===== src/rtl/fifo_sync_param.sv =====
// Single-clock FIFO with registered occupancy count, threshold flags and overflow/underflow pulses.
// FWFT selects between a registered read port and a head word that is visible before the pop.
module fifo_sync_param #(
    parameter int DATA_W = 8,
    parameter int ADDR_W = 4,
    parameter int AF_LVL = 12,
    parameter int AE_LVL = 4,
    parameter int FWFT   = 0
) (
    input  logic              clk,
    input  logic              rst,
    input  logic              wr_en,
    input  logic [DATA_W-1:0] din,
    input  logic              rd_en,
    output logic [DATA_W-1:0] dout,
    output logic              full,
    output logic              empty,
    output logic              almost_full,
    output logic              almost_empty,
    output logic [ADDR_W:0]   count,
    output logic              overflow,
    output logic              underflow
);
    localparam int DEPTH = 1 << ADDR_W;
    localparam logic [ADDR_W:0] CNT_FULL = (ADDR_W+1)'(DEPTH);
    localparam logic [ADDR_W:0] CNT_AF   = (ADDR_W+1)'(AF_LVL);
    localparam logic [ADDR_W:0] CNT_AE   = (ADDR_W+1)'(AE_LVL);

    logic [DATA_W-1:0] mem [DEPTH];
    logic [ADDR_W-1:0] wr_ptr;
    logic [ADDR_W-1:0] rd_ptr;
    logic              wr_acc;
    logic              rd_acc;

    assign full         = (count == CNT_FULL);
    assign empty        = (count == '0);
    assign almost_full  = (count >= CNT_AF);
    assign almost_empty = (count <= CNT_AE);

    // Write while empty is never bypassed to the read side, so a simultaneous read is rejected.
    assign wr_acc = wr_en && !full;
    assign rd_acc = rd_en && !empty;

    always_ff @(posedge clk) begin
        if (wr_acc) begin
            mem[wr_ptr] <= din;
        end
    end

    always_ff @(posedge clk) begin
        if (rst) begin
            wr_ptr    <= '0;
            rd_ptr    <= '0;
            count     <= '0;
            overflow  <= 1'b0;
            underflow <= 1'b0;
        end else begin
            if (wr_acc) begin
                wr_ptr <= wr_ptr + ADDR_W'(1);
            end
            if (rd_acc) begin
                rd_ptr <= rd_ptr + ADDR_W'(1);
            end
            if (wr_acc && !rd_acc) begin
                count <= count + (ADDR_W+1)'(1);
            end else if (rd_acc && !wr_acc) begin
                count <= count - (ADDR_W+1)'(1);
            end
            overflow  <= wr_en && full;
            underflow <= rd_en && empty;
        end
    end

    generate
        if (FWFT != 0) begin : g_fwft
            // Head word is don't-care while empty; no gating needed.
            assign dout = mem[rd_ptr];
        end else begin : g_reg
            logic [DATA_W-1:0] dout_q;
            always_ff @(posedge clk) begin
                if (rst) begin
                    dout_q <= '0;
                end else if (rd_acc) begin
                    dout_q <= mem[rd_ptr];
                end
            end
            assign dout = dout_q;
        end
    endgenerate

endmodule


===== config.mk =====
export PLATFORM = sky130hd
export DESIGN_NAME = fifo_sync_param
export DESIGN_NICKNAME = d
export VERILOG_FILES = /design/src/rtl/fifo_sync_param.sv
export SDC_FILE = /design/constraint.sdc
export NUM_CORES = 1
export LEC_CHECK = 0
export ABC_AREA = 1
export BUFFER_PORTS_ARGS = -buffer_cell sky130_fd_sc_hd__buf_4
export CORE_UTILIZATION = 45
export DETAILED_ROUTE_END_ITERATION = 10
export PLACE_DENSITY = 0.7
export SLEW_MARGIN = 20
export SYNTH_ARGS = -nofsm -noshare
export SYNTH_HDL_FRONTEND = slang
export SYNTH_SLANG_ARGS = --single-unit

===== constraint.sdc =====
create_clock -name clk -period 4.8 [get_ports clk]
set_input_delay 0.48 -clock clk [delete_from_list [all_inputs] [get_ports clk]]
set_output_delay 0.48 -clock clk [all_outputs]
set_load 0.02 [all_outputs]

==> flow_summary.ini, run 1 <==
[pwr]
ir_drop_uv = 335
leakage_uw = 0.00326
p_per_area_nw_per_um2 = 531
power.total_uw = 4050

[floorplan]
core_area_um2 = 14500
die_h_um = 124
num_rows = 44
start_util_pct = 45.9
io_pins = 31
die_area_um2 = 15300
dieWidth_um = 124

[global_routing]
grt_start_max_net_pins = 68
grt-ovfl-total = 0
grt.total_usage_pct = 21.5
antenna_found_initial = 0
grt_pass1_wl_um = 23400
grt_pass1_vias = 4488

[routing]
via_count = 4638
wl_per_cell_um = 16.9
drt_iter0_drc = 368
via_per_inst = 5.20
ant_nets = 0
drt-total-wl_um = 15000
drc = 0
firstDrtPassIters = 5

[cts]
clk_latency_ns = 0.43
clk_pin_slew_ns = 0.06
cts_made_buffers = 17
cts_tree = done
cts.sinks = 151
cts-hold-fix-buffers = 0
root_buffer = clkbuf_16
clockBufferDepth = 2
cts_resized = 0
cts_setup_buffers = 0
h-tree-depth = 4

[timing]
drv_slew = 0
fmax_mhz = 350
finalCriticalPeriod_ns = 2.86
setup_viol = 0
skew_ns = 0.00687
rsz0062_at_grt = no
finalSetupTns_ns = 0
slew_headroom_pct = 28.9
hold_viol = 0
worst_slew_pin_slew_ns = 1.06
finalCritPeriodShare_pct = 59.5
worst_hold_slack_ns = 0.303
setup_slack_ns = 1.94

[setup_path]
worst-endpoint-arrival_ns = 3.19
crit_fanout = 67
critical_path_required_ns = 5.13
endpoint_kind = flop
path_class = flop to flop
start_kind = flop
rr_worst_depth = 10

[synth]
synthCells = 672
yosysWarnings = 0
synth_top_area_share_pct = 57.8
yosysTopAreaCell = edfxtp_1
syn-cell-area_um2 = 6650
syn_avg_cell_area_um2 = 9.90
seq_area_frac_synth_pct = 64.7
synthTopCellsByArea = edfxtp_1 58%, nand2_1 13%, nand3_1 7.0%
ys_types = 25
synth_nets = 695
ys_seq_elements = 151

[final_layout]
antenna_cells = 0
mostFrequentLayoutCells = 224 x nand2_1, 128 x edfxtp_1, 93 x nand3_1
layout_commonest_cell = nand2_1
drive_gt1_share_pct = 10.3
fin_cells = 892
num-nets-final = 718
areaGrowthSynthToFinish_pct = 14.6

[placed_design]
dp.cells = 860
gp_congestion = 0.894
numPortBuffers = 30
place_ws_ns = 2.36
dpl.hpwl_um = 9100

[min_path]
hold_path.class = input pin to flop
whs_path_depth = 3

[run]
cap_viol_max_count = 0

[outcome]
outcome = completed
path summary, 6_finish.rpt:
kind	slack, ns	startpoint	endpoint
setup / recovery	1.94	rd_ptr[0]	dout[4]
hold / removal	0.30	wr_en	overflow
setup reg to reg	1.94	rd_ptr[0]	dout[4]
hold reg to reg	0.52	wr_ptr[3]	wr_ptr[3]
synthesized netlist by cell type:
cell type	n
inv_1	86
xnor2_1	2
nor2_2	1
o21ai_1	4
buf_2	12
nand2_4	1
nand3_1	93
fa_1	1
ha_1	10
clkbuf_1	4
nand2_1	224
edfxtp_1	128
inv_4	1
buf_6	5
xor2_1	6
buf_4	7
dfxtp_1	23
nor2_1	36
nand3_2	1
a21oi_1	14
a211oi_1	1
nand2_2	1
clkinv_1	1
inv_2	5
o21ai_0	5
routing by layer:
metal | wire length (µm) | global-route usage (%) | vias to the layer above
li1 | - | - | 2220
met1 | 6470 | 27.9 | 2222
met2 | 7410 | 34.9 | 169
met3 | 881 | 4.21 | 27
met4 | 276 | 9.94 | 0
met5 | 0 | 0 | -
per-stage QoR:
stage,utilization (%),cell area [µm²]
2_1_floorplan,-,6650
3_3_place_gp,47.9,6940
3_5_place_dp,47.9,6940
4_1_cts,52.6,7620
5_1_grt,52.7,7620
6_report,52.7,7620
report_power, final:
part | switching, µW | leakage [µW] | internal [µW]
clock | 515 | 0.000328 | 1020
combinational | 640 | 0.00158 | 313
sequential | 62.0 | 0.00135 | 1500
area by class of cell:
class / instances / area (µm²)
Tap cell: 184 / 230
Clock buffer: 17 / 425
Clock inverter: 15 / 256
Inverter: 93 / 353
Fill cell: 1264 / 6860
Sequential cell: 151 / 4310
Timing Repair Buffer: 32 / 240
Multi-Input combinational cell: 400 / 1810
cells by family (layout without fill, tap and decap cells):
kind of cell | count (synthesis) | in the layout | share of synthesized area, %
and+or+nand+nor | 357 | 357 | 22.2
DFF | 151 | 151 | 64.7
xor gates and xnor gates | 8 | 8 | 1.05
AOI/OAI and AO/OA | 24 | 24 | 1.84
buffers and inverters | 121 | 157 | 8.05
adders and majority gates | 11 | 11 | 2.18
worst max-delay path: stages (launching register included):
cell and delay [ns]:
dfxtp_2 0.31, buf_4 0.56, clkinv_2 0.93, nand2_1 0.25, nand2_1 0.08, nand2_1 0.06
nand3_1 0.11, nand3_1 0.20, nand3_1 0.09, nand2_1 0.07, inv_1 0.03
registers in the layout (all words and copies together) (netlist names):
name       flops
count          5
dout           8
mem          128
overflow       1
rd_ptr         4
underflow      1
wr_ptr         4
(Power assumes the default switching activity.)
==> inputs of run 2 (changes only) <==
==> constraint.sdc (replaced) <==
create_clock -name clk -period 3 [get_ports clk]
set_input_delay 0.3 -clock clk [delete_from_list [all_inputs] [get_ports clk]]
set_output_delay 0.3 -clock clk [all_outputs]
set_load 0.02 [all_outputs]
==> run 2 against run 1 <==
  * Count of clock-buffer cells in the layout grew 6
  * Power grew 53%
  * Global-route usage shrank 1.1 points
  * Highest routed layer unchanged
  * Core utilization fell by 0.46 points
  * First-iteration DRC count is 18% lower
  * Clock skew is 0.00067 ns lower
  * Setup slack got worse by 1.5 ns
  * Sequential power up 59%
  * Critical path type unchanged
  * Clock power is 41% higher
  * Design area shrank 0.87%
==> flow_summary.ini, run 2 (synthesis results as in run 1) <==
[timing]
finalSetupTns_ns = 0
fmax_mhz = 398
hold_viol = 0
finalCritPeriodShare_pct = 83.7
rsz0062_at_grt = no
skew_ns = 0.00620
drv_slew = 0
worst_slew_pin_slew_ns = 1.06
finalCriticalPeriod_ns = 2.51
slew_headroom_pct = 29.4
setup_viol = 0

[final_layout]
fill_cells = 1214
finalInstanceArea_um2 = 7560
seqCellArea_um2 = 4310
layout_commonest_cell = nand2_1
mostFrequentLayoutCells = 224 x nand2_1, 128 x edfxtp_1, 93 x nand3_1
antenna_cells = 0
areaGrowthSynthToFinish_pct = 13.6
regMostFlops = mem
multi_input_area_um2 = 1810
largest_register_ff_count = 128
drive_gt1_share_pct = 10.1
num-nets-final = 720

[cts]
h-tree-depth = 4
cts_tree = done
root_buffer = clkbuf_16
clockBufferDepth = 2
cts.sinks = 151
cts_made_buffers = 17
clk_pin_slew_ns = 0.06
cts_resized = 0
cts-hold-fix-buffers = 0
clk_latency_ns = 0.42
cts_setup_buffers = 0

[run]
cap_viol_max_count = 0

[setup_path]
worst-endpoint-arrival_ns = 2.82
start_kind = flop
crit_slowest_cell = dfxtp_1
r2r-start = count[1]
critical_path_required_ns = 3.30
worstPathCellList = inv_2 -> nand2_2 -> nor2_2 -> nand3_1 -> nand2_1 -> inv_2 -> ha_1 -> inv_1 -> ha_1 -> a21oi_1 -> o21ai_0 -> xor2_1 -> nand2_1 -> a21oi_1
crit_fanout = 7
path_class = flop to flop
endpoint_kind = flop
max_stage_delay_ns = 0.34
crit_path_start = count[1]

[routing]
firstDrtPassIters = 5
drt-total-wl_um = 14500
wl_per_cell_um = 16.2
ant_nets = 0
via_per_inst = 5.19
drc = 0
via_count = 4641
drt_iter0_drc = 301

[pwr]
leakage_uw = 0.00323
ir_drop_uv = 406
power.total_uw = 6180
p_per_area_nw_per_um2 = 818

[outcome]
outcome = completed

[floorplan]
start_util_pct = 45.9
num_rows = 44
die_area_um2 = 15300
core_area_um2 = 14500
io_pins = 31
die_h_um = 124
dieWidth_um = 124

[min_path]
hold_start = wr_en
hold_path.class = input pin to flop

[placed_design]
numPortBuffers = 30
dpl.hpwl_um = 9140
postPlaceCellArea_um2 = 6960
gp_congestion = 0.874

[global_routing]
grt-ovfl-total = 0
grt_pass1_vias = 4449
grt_start_max_net_pins = 67
grt.total_usage_pct = 20.4
antenna_found_initial = 0
grt_pass1_wl_um = 22200
[run 2: worst paths after layout]
check                   end  slack, ns  cells past startpoint
setup / recovery   count[4]       0.49                     14
hold / removal     overflow       0.13                      3
setup reg to reg   count[4]       0.49                     14
hold reg to reg   wr_ptr[3]       0.53                      2
[run 2: critical path, delay by kind of cell, from the launching register on]
family / cells / cell delay [ns]
AO/OA/AOI/OAI: 3 / 0.38
XOR/XNOR: 1 / 0.17
adder cells (fa/ha/maj): 2 / 0.55
buffers and inverters: 3 / 0.34
flip-flops: 1 / 0.34
AND/OR/NAND/NOR: 5 / 0.61
[run 2: routing by layer]
| layer | vias up | GRT usage [%] | wire length, µm |
|---|---|---|---|
| met5 | - | 0 | 0 |
| met4 | 0 | 11.1 | 409 |
| met3 | 37 | 4.58 | 798 |
| met2 | 148 | 33.2 | 7150 |
| met1 | 2227 | 25.2 | 6090 |
| li1 | 2229 | - | - |
[run 2: final cells by class]
| cell class | count | share of cell area [%] |
|---|---|---|
| clock buffer | 23 | 6.32 |
| clock inverter | 9 | 1.64 |
| inverter | 93 | 4.65 |
| multi-input combinational | 400 | 24.0 |
| sequential | 151 | 57.0 |
| tap | 184 | 3.05 |
| timing repair buffer | 34 | 3.38 |
[run 2: per-stage QoR]
step | setup slack, ns | util (%) | hold slack (ns) | std cells
final | 0.488 | 52.2 | 0.130 | 894
after global routing | 0.272 | 52.2 | 0.131 | 894
after CTS | 0.529 | 52.2 | 0.112 | 894
after detailed placement | 0.592 | 48.0 | 0.513 | 862
after global placement | 0.675 | 48.0 | 0.511 | 862
after floorplan | 0.728 | - | 0.399 | 672
[run 2: report_power, final]
| part | switching, µW | internal (µW) |
|---|---|---|
| sequential | 80.0 | 2400 |
| combinational | 1050 | 501 |
| clock | 788 | 1370 |
